===== src/rtl/ps2_scan_controller.sv =====
// PS/2 scan-code sequencer: folds E0/F0 prefixes into {ext, brk, code} events,
// buffers them in a small FIFO and exposes STATUS/DATA registers with a level irq.
module ps2_scan_controller #(
    parameter int FIFO_DEPTH     = 4,
    parameter int PREFIX_TIMEOUT = 25_000
) (
    input  logic       clk,
    input  logic       reset,
    input  logic       ps2_valid,
    input  logic [7:0] ps2_byte,
    output logic       dec_int_clear,
    input  logic       bus_rd,
    input  logic       bus_addr,
    output logic [7:0] bus_dout,
    output logic       irq
);

    localparam int AW = $clog2(FIFO_DEPTH);
    localparam int CW = AW + 1;
    localparam int TW = $clog2(PREFIX_TIMEOUT);
    localparam logic [TW-1:0] TIMER_LAST = TW'(PREFIX_TIMEOUT - 1);
    localparam logic [CW-1:0] COUNT_FULL = CW'(FIFO_DEPTH);

    typedef enum logic [1:0] {S_IDLE, S_E0, S_F0, S_E0F0} state_t;

    state_t          state_reg;
    logic [TW-1:0]   timer_reg;
    logic [AW-1:0]   wr_ptr_reg;
    logic [AW-1:0]   rd_ptr_reg;
    logic [CW-1:0]   count_reg;
    logic            ovf_reg;
    logic            dec_int_clear_reg;
    logic [7:0]      bus_dout_reg;
    logic [9:0]      mem [FIFO_DEPTH];

    logic            evt_push;
    logic            evt_ext;
    logic            evt_brk;
    logic            non_empty;
    logic            full;
    logic            pop;
    logic            push_ok;
    logic            ovf_set;
    logic            status_rd;
    logic [9:0]      head;
    logic [7:0]      status_byte;

    // Any byte other than a prefix completes an event, qualified by the current state.
    always_comb begin
        evt_push = 1'b0;
        evt_ext  = 1'b0;
        evt_brk  = 1'b0;
        if (ps2_valid && ps2_byte != 8'hE0 && ps2_byte != 8'hF0) begin
            evt_push = 1'b1;
            evt_ext  = (state_reg == S_E0) || (state_reg == S_E0F0);
            evt_brk  = (state_reg == S_F0) || (state_reg == S_E0F0);
        end
    end

    always_ff @(posedge clk) begin
        if (reset) begin
            state_reg <= S_IDLE;
            timer_reg <= '0;
        end else if (ps2_valid) begin
            timer_reg <= '0;
            case (ps2_byte)
                8'hE0: state_reg <= S_E0;
                8'hF0: begin
                    if (state_reg == S_E0 || state_reg == S_E0F0)
                        state_reg <= S_E0F0;
                    else
                        state_reg <= S_F0;
                end
                default: state_reg <= S_IDLE;
            endcase
        end else if (state_reg != S_IDLE) begin
            // A stale prefix is abandoned silently.
            if (timer_reg == TIMER_LAST) begin
                state_reg <= S_IDLE;
                timer_reg <= '0;
            end else begin
                timer_reg <= timer_reg + 1'b1;
            end
        end
    end

    assign head        = mem[rd_ptr_reg];
    assign non_empty   = (count_reg != '0);
    assign full        = (count_reg == COUNT_FULL);
    assign pop         = bus_rd && bus_addr && non_empty;
    assign status_rd   = bus_rd && !bus_addr;
    assign push_ok     = evt_push && (!full || pop);
    assign ovf_set     = evt_push && full && !pop;
    assign status_byte = {non_empty, ovf_reg, non_empty ? head[9:8] : 2'b00, 4'(count_reg)};

    always_ff @(posedge clk) begin
        if (push_ok)
            mem[wr_ptr_reg] <= {evt_ext, evt_brk, ps2_byte};
    end

    always_ff @(posedge clk) begin
        if (reset) begin
            wr_ptr_reg        <= '0;
            rd_ptr_reg        <= '0;
            count_reg         <= '0;
            ovf_reg           <= 1'b0;
            dec_int_clear_reg <= 1'b0;
            bus_dout_reg      <= 8'h00;
        end else begin
            dec_int_clear_reg <= ps2_valid;
            if (push_ok)
                wr_ptr_reg <= wr_ptr_reg + 1'b1;
            if (pop)
                rd_ptr_reg <= rd_ptr_reg + 1'b1;
            case ({push_ok, pop})
                2'b10:   count_reg <= count_reg + 1'b1;
                2'b01:   count_reg <= count_reg - 1'b1;
                default: count_reg <= count_reg;
            endcase
            // A new overflow wins over the clear-on-read of the same cycle.
            ovf_reg <= ovf_set || (ovf_reg && !status_rd);
            if (bus_rd) begin
                if (bus_addr)
                    bus_dout_reg <= non_empty ? head[7:0] : 8'h00;
                else
                    bus_dout_reg <= status_byte;
            end
        end
    end

    assign dec_int_clear = dec_int_clear_reg;
    assign bus_dout      = bus_dout_reg;
    assign irq           = non_empty;

endmodule


===== config.mk =====
export PLATFORM = sky130hd
export DESIGN_NAME = ps2_scan_controller
export DESIGN_NICKNAME = d
export VERILOG_FILES = /design/src/rtl/ps2_scan_controller.sv
export SDC_FILE = /design/constraint.sdc
export NUM_CORES = 1
export LEC_CHECK = 0
export CAP_MARGIN = 20
export CORE_UTILIZATION = 52
export CTS_BUF_LIST = sky130_fd_sc_hd__clkbuf_16
export DETAILED_ROUTE_END_ITERATION = 8
export GPL_ROUTABILITY_DRIVEN = 1
export PLACE_DENSITY = 0.74
export SETUP_SLACK_MARGIN = 0.15
export SYNTH_ARGS = -nofsm -noshare
export SYNTH_HDL_FRONTEND = slang
export SYNTH_SLANG_ARGS = --single-unit

===== constraint.sdc =====
create_clock -name clk -period 2.1 [get_ports clk]
set_input_delay 0.525 -clock clk [delete_from_list [all_inputs] [get_ports clk]]
set_output_delay 0.525 -clock clk [all_outputs]
set_load 0.01 [all_outputs]

==> summary.txt, run 1 <==
Finish
  • Register area: 1920 um2
  • Ant diodes: 0
  • Fraction of layout cells with a size suffix above 1: 0.232
  • Fin nets: 328
  • Area Growth Syn to Fin: 29.8%
  • Multi-input combinational cell area: between 1000 and 1500 um2
  • Max reg flops: 40
  • Final Core Density: 0.721
  • Fillcell total: 375

CTS
  • Clock-pin slew on the worst setup and hold paths: approximately 60 ps
  • Root Buffer: clkbuf_16
  • CTS Buf Count: 9
  • Hold-fix buffers, CTS: 0
  • Clock Latency Late Sink: 330 ps
  • TritonCTS clock tree: built
  • Clk buf depth: 2
  • Num Clock Sinks: 76
  • CTS H-tree depth: 3

Timing
  • RSZ-0062 raised after global routing: yes
  • Tmin final: roughly 2000 ps
  • Tcrit/Tclk final: 0.931
  • Slew Limit Fails: 0
  • Final setup skew: 7.72 ps
  • Endpoints failing setup: 0
  • Rel. slew slack: 0.628
  • Worst-Margin Slew: about 560 ps
  • Maximum clock frequency: 512 MHz
  • Final-report hold violation count: 0
  • Hold_ws: 436 ps

Synthesis
  • Avg Inst Size Synth: ~12 um2
  • Synth top area share: 0.383
  • EDFF count, synth: 40
  • Post-Syn Area: 3130 um2
  • Synthesized instance count: 251
  • Ys Warns: 0
  • Seq/Total Area, Yosys: 0.613
  • Top-count cell post-synth: edfxtp_1
  • Syn_nets: between 200 and 300
  • Synth top cells by count: 40 x edfxtp_1, 36 x dfxtp_1, 31 x nor2_1, 19 x nand2_1, 15 x o21ai_0
  • Area contributors post-synth: edfxtp_1 38%, dfxtp_1 23%, mux4_2 7.2%
  • #FFs+latches synth: 76
  • Count of cell types in the netlist: 41
  • Ys async rst share: 0
  • Area leader, netlist: edfxtp_1
  • Post-synth top flop: edfxtp_1

Floorplanning
  • Die area: 6340 um2
  • IO Pins: 23
  • Row cnt: 27
  • Die Y-Extent: 79.6 um
  • Initial Utilization: 0.556
  • Placeable Area: 5640 um2
  • Chip width: 79.6 um

Setup path
  • Critical R2R Launch: count_reg[2]
  • Critical Path AT: ~2200 ps
  • CP Class: in -> reg
  • Crit. Startpoint: ps2_byte[3]
  • Worst-path fanout max: 2
  • Required @ worst endpoint: between 2000 and 2500 ps
  • Crit-path slowest cell: fa_2
  • Crit path launch type: input port
  • CP bufs+invs: 1
  • Worst-path cell chain: dlygate4sd2_1 > nor3_2 > a21o_1 > nand2_2 > fa_2 > nor3b_2 > a31oi_1 > mux2_1
  • Setup crit end kind: flop
  • Crit path max-delay family: simple AND/OR/NAND/NOR gates
  • CP peak stage delay: 340 ps

Power
  • Total Power: 3.84 mW
  • Leakage: 1.48 nW
  • Cell Pwr Density: 945 nW/um2
  • Maximum VDD drop: 0.706 mV

Placement
  • IO buf count: 22
  • Dpl hpwl: 4110 um
  • RD Place Congestion: a little under 0.8

Worst hold path
  • HP Class: in -> reg
  • Hold Crit Start: ps2_byte[5]

Flow run
  • Max_cap viols: 0

Drt
  • Post-route ant nets: 0
  • Vias: roughly 2,100
  • DR vias/cell: 5.39
  • Routed WL: approximately 6200 um
  • Violation count after the first detailed-route iteration: 183
  • WL per Instance: roughly 16 um
  • 1st-pass router iterations: 4
  • DRC: 0

Global route
  • Gr ovfl total: 0
  • Largest net degree at the start of global routing: 16
  • Initial antenna violation count: 0
  • Gr usage total: 0.227
  • First-pass GRT wire length: roughly 10,000 um
  • Vias in the first global route: roughly 2,100

Outcome
  • Status: finished, final reports clean
-- final cells by class --
type                            count  area share
Sequential cell                    76       0.472
Clock inverter                      7      0.0283
Inverter                            9     0.00831
Timing Repair Buffer               56       0.127
Multi-Input combinational cell    157       0.286
Clock buffer                        9      0.0554
Tap cell                           72      0.0221
-- metrics by stage --
stage	setup WS [ps]	cells	setup TNS [ps]	area, um2
after floorplan	89.2	251	0	3140
after global placement	-451	365	-16990	3670
after detailed placement	-528	365	-18440	3670
after CTS	52.7	384	0	4050
after global routing	79.8	386	0	4070
final	146	386	0	4070
-- power by group --
| group | switching [mW] | total (mW) | internal, mW |
|---|---|---|---|
| logic | 0.203 | 0.433 | 0.229 |
| registers | 0.0320 | 1.67 | 1.64 |
| clock network | 0.583 | 1.74 | 1.15 |
-- path summary, 6_finish.rpt --
path / to / slack (ps) / depth (start not counted)
worst min register to register: bus_dout[7] / 450 / 2
worst min-delay path: mem[0][5] / 440 / 1
worst max register to register: count_reg[2] / 230 / 7
worst max-delay path: count_reg[2] / 150 / 8
-- logic make-up after synthesis --
group                    after synthesis  synth area share
AND/OR/NAND/NOR                       86             0.137
flip-flops                            76             0.613
AO/OA/AOI/OAI                         32            0.0595
XOR/XNOR                              18            0.0503
buffers and inverters                 18            0.0259
multiplexers                          15            0.0882
adder cells (fa/ha/maj)                6            0.0263
-- metal layers --
metal | up-vias | share of wire | track usage
met5 | - | 0 | 0
met1 | 1016 | 0.45 | 0.303
met4 | 0 | 0.018 | 0.102
met3 | 10 | 0.051 | 0.0514
li1 | 1009 | - | -
met2 | 47 | 0.48 | 0.355
-- what timing repair did --
| action | in CTS | in global routing |
|---|---|---|
| endpoints found under the setup margin | 46 | 56 |
| setup buffers | 3 | 2 |
| pin swaps | 7 | 6 |
| resized for setup | 17 | 6 |
-- cell usage in the layout (no fill, tap or decap), types with 2 or more instances in the layout --
master / count
xor2_1: 8
dfxtp_1: 36
nand3_1: 5
inv_1: 8
nor3_1: 3
clkbuf_16: 9
xnor2_1: 10
and2_1: 2
buf_4: 29
nand2b_1: 2
nand2_2: 2
nand4_1: 2
nand2_1: 17
and2_4: 4
a31oi_1: 2
nor2_1: 31
nor2b_1: 3
nor4_1: 2
mux4_2: 10
bufinv_16: 3
o21ai_0: 15
clkdlybuf4s50_1: 11
a21oi_1: 9
dlygate4sd2_1: 8
edfxtp_1: 40
ha_1: 5
mux2i_1: 4
and3_1: 4
buf_12: 4
nor4b_1: 2
Power figures use the tool's default switching activity.
==> run 2: changes to the inputs <==
--- a/config.mk
+++ b/config.mk
@@ -5,12 +5,12 @@
 export SDC_FILE = /design/constraint.sdc
 export NUM_CORES = 1
 export LEC_CHECK = 0
-export CAP_MARGIN = 20
-export CORE_UTILIZATION = 52
+export ABC_AREA = 1
+export CORE_UTILIZATION = 50
 export CTS_BUF_LIST = sky130_fd_sc_hd__clkbuf_16
 export DETAILED_ROUTE_END_ITERATION = 8
 export GPL_ROUTABILITY_DRIVEN = 1
-export PLACE_DENSITY = 0.74
+export PLACE_DENSITY = 0.71
 export SETUP_SLACK_MARGIN = 0.15
 export SYNTH_ARGS = -nofsm -noshare
 export SYNTH_HDL_FRONTEND = slang
==> run 2 against run 1 <==
Clock skew hardly changed. Total power is 2.9% lower. Core utilization is 6.8 points lower. Die area is 9.4% higher. Register-to-register slack better by 310 ps. Via count is 23% higher. Final area is 1.9% higher. Hold slack better by 34 ps. Non-clock buffer count is 7 lower.
==> summary.txt, run 2 <==
CTS
  • TritonCTS clock tree: built
  • Clock Latency Late Sink: 340 ps (about the same)
  • Root Buffer: clkbuf_16
  • Num Clock Sinks: 76 (unchanged)
  • Clock-pin slew on the worst setup and hold paths: 50 ps (about the same)
  • Clk buf depth: 2 (unchanged)
  • CTS Buf Count: 9 (unchanged)
  • Hold-fix buffers, CTS: 0 (unchanged)
  • CTS H-tree depth: 3 (unchanged)

Floorplanning
  • Die area: 6940 um2 (+9.4%)
  • Row cnt: 29 (+7.4%)
  • Initial Utilization: 0.520 (-0.0354)
  • Die Y-Extent: 83.3 um (+4.6%)
  • IO Pins: 23 (unchanged)
  • Placeable Area: 6350 um2 (+13%)
  • Chip width: 83.3 um (+4.6%)

Setup path
  • Worst-path fanout max: 2 (unchanged)
  • CP Class: in -> reg
  • Required @ worst endpoint: 2370 ps (+50 ps)
  • Crit path launch type: input port
  • Setup crit end kind: flop
  • Reg2reg setup slack: 540 ps (+310 ps)
  • Critical Path AT: 2170 ps (about the same)

Placement
  • Dpl ws: -390 ps (+138 ps)
  • RD Place Congestion: 0.785 (-0.95%)
  • Cells after DPL: 461 (+26%)
  • IO buf count: 22 (unchanged)
  • Dpl hpwl: 4950 um (+20%)

Synthesis
  • Synth top cells by count: 54 x nand2_1, 43 x nor2_1, 40 x edfxtp_1, 36 x dfxtp_1, 32 x inv_1
  • Syn_nets: 363 (+34%)
  • Area contributors post-synth: edfxtp_1 36%, dfxtp_1 22%, nand2_1 6.1%
  • Post-synth top flop: edfxtp_1
  • Ys Warns: 0 (unchanged)
  • Post-Syn Area: 3300 um2 (+5.4%)
  • Synthesized instance count: 344 (+37%)
  • EDFF count, synth: 40 (unchanged)
  • #FFs+latches synth: 76 (unchanged)
  • Ys async rst share: 0 (unchanged)
  • Area leader, netlist: edfxtp_1
  • Count of cell types in the netlist: 33 (-20%)
  • Top-count cell post-synth: nand2_1
  • Avg Inst Size Synth: 9.60 um2 (-23%)
  • Seq/Total Area, Yosys: 0.582 (-0.0314)
  • Synth top area share: 0.364 (-0.0196)

Timing
  • Rel. slew slack: 0.613 (-0.0157)
  • Tmin final: 1910 ps (-47.5 ps)
  • Worst-Margin Slew: 581 ps (+23.7 ps)
  • Final-report hold violation count: 0 (unchanged)
  • Maximum clock frequency: 524 MHz (+2.5%)
  • Endpoints failing setup: 0 (unchanged)
  • RSZ-0062 raised after global routing: yes
  • Final setup skew: 7.25 ps (-0.472 ps)
  • Tcrit/Tclk final: 0.908 (-0.0226)
  • Slew Limit Fails: 0 (unchanged)
  • Setup ws final: 193 ps (+47.5 ps)

Drt
  • DR vias/cell: 5.33 (-1.1%)
  • WL per Instance: 14.3 um (-11%)
  • Post-route ant nets: 0 (unchanged)
  • DRC: 0 (unchanged)
  • 1st-pass router iterations: 5 (+1)
  • Routed WL: 6860 um (+10%)
  • Vias: 2,555 (+23%)
  • Violation count after the first detailed-route iteration: 220 (+20%)

Global route
  • First-pass GRT wire length: 11,600 um (+12%)
  • Met1 Use GR: 0.268 (-0.0352)
  • Gr ovfl total: 0 (unchanged)
  • Initial antenna violation count: 0 (unchanged)
  • Met2 usage: 0.352 (-0.00224)
  • Largest net degree at the start of global routing: 21 (+5)
  • Vias in the first global route: 2,524 (+21%)
  • Gr usage total: 0.216 (-0.0110)
  • Met3 usage: 0.0507 (-0.000733)
  • Most Crowded Layer GR: met2

Finish
  • Most frequent cells in the layout: 52 x nand2_1, 42 x nor2_1, 40 x edfxtp_1, 34 x dfxtp_1, 31 x inv_1
  • Commonest non-fill, non-tap cell in the layout: nand2_1
  • Max reg flops: 40 (unchanged)
  • Final Core Density: 0.653 (-0.0680)
  • Ant diodes: 0 (unchanged)
  • Area Growth Syn to Fin: 25.5%
  • Register area: 1920 um2 (+0.13%)
  • Fillcell total: 494 (+32%)
  • Multi-input combinational cell area: 1210 um2 (+3.9%)
  • Final non-filler cell total: 479 (+24%)
  • Fraction of layout cells with a size suffix above 1: 0.209 (-0.0235)
  • Fin nets: 416 (+27%)

Power
  • Maximum VDD drop: 0.513 mV (-27%)
  • Leakage: 1.66 nW (+12%)
  • Cell Pwr Density: 900 nW/um2 (-4.8%)

Outcome
  • Status: finished, final reports clean

Worst hold path
  • HP Class: reg -> reg

Flow run
  • Max_cap viols: 0 (unchanged)
run 2: cell types whose count changed after synthesis, moves of 8 or more:
cell and delta:
a21oi_1 +17, inv_1 +23, mux4_2 -10, nand2_1 +35, nand3_1 +8, nor2_1 +12
o21ai_1 +8, xnor2_1 -9
run 2: final cells by class:
cell class	instances	area share
Clock inverter	7	0.0220
Timing Repair Buffer	49	0.107
Sequential cell	76	0.464
Clock buffer	9	0.0543
Tap cell	77	0.0232
Multi-Input combinational cell	220	0.292
Inverter	41	0.0377
run 2: repair_timing:
action,in CTS,in global routing
buffers inserted,1,1
gates resized for setup,8,12
endpoints found under the setup margin,43,43
pin swaps,3,4
endpoints found under the hold margin,0,0
run 2: cells by family after synthesis:
logic type,share of synthesized area
xor gates and xnor gates,0.0106
buffers and inverters,0.0580
adders and majority gates,0.0250
DFF,0.582
AOI/OAI and AO/OA,0.111
and+or+nand+nor,0.214
run 2: power breakdown:
group	total [mW]	switching, mW	internal (mW)	leakage (nW)
clock	1.61	0.580	1.03	0.141
sequential	1.68	0.0332	1.64	0.663
combinational	0.442	0.261	0.181	0.852
total	3.73	0.874	2.86	1.66
run 2: metal layers:
layer	up-vias	part of all wire
li1	1271	-
met1	1197	0.43
met2	71	0.50
met3	16	0.051
met4	0	0.025
met5	-	0
run 2: stage by stage:
step                      cell area (um2)  power [mW]  hold slack [ps]  setup TNS [ps]
after floorplan                      3300        1.96              418               0
after global placement               3770        2.14              433           -8930
after detailed placement             3770        2.15              450          -11250
after CTS                            4110        3.75              459               0
after global routing                 4150        3.89              472               0
final                                4150        3.73              470               0
run 2: critical path: stages:
cell	delay (ps)
clkdlybuf4s50_1	480
nand2_1	70
inv_2	70
nand2_2	60
nor2_4	120
nor2_4	50
nand2_4	70
nand2_4	50
fa_2	340
inv_1	60
nand2_1	60
nand3_1	70
nand2_1	50
nor2_1	100
run 2: path summary, 6_finish.rpt:
| path | from | end | cells after the start |
|---|---|---|---|
| setup reg to reg | count_reg[2] | mem[1][8] | 7 |
| setup / recovery | ps2_byte[7] | count_reg[2] | 14 |
| hold / removal | rd_ptr_reg[1] | rd_ptr_reg[1] | 1 |
| hold reg to reg | rd_ptr_reg[1] | rd_ptr_reg[1] | 1 |
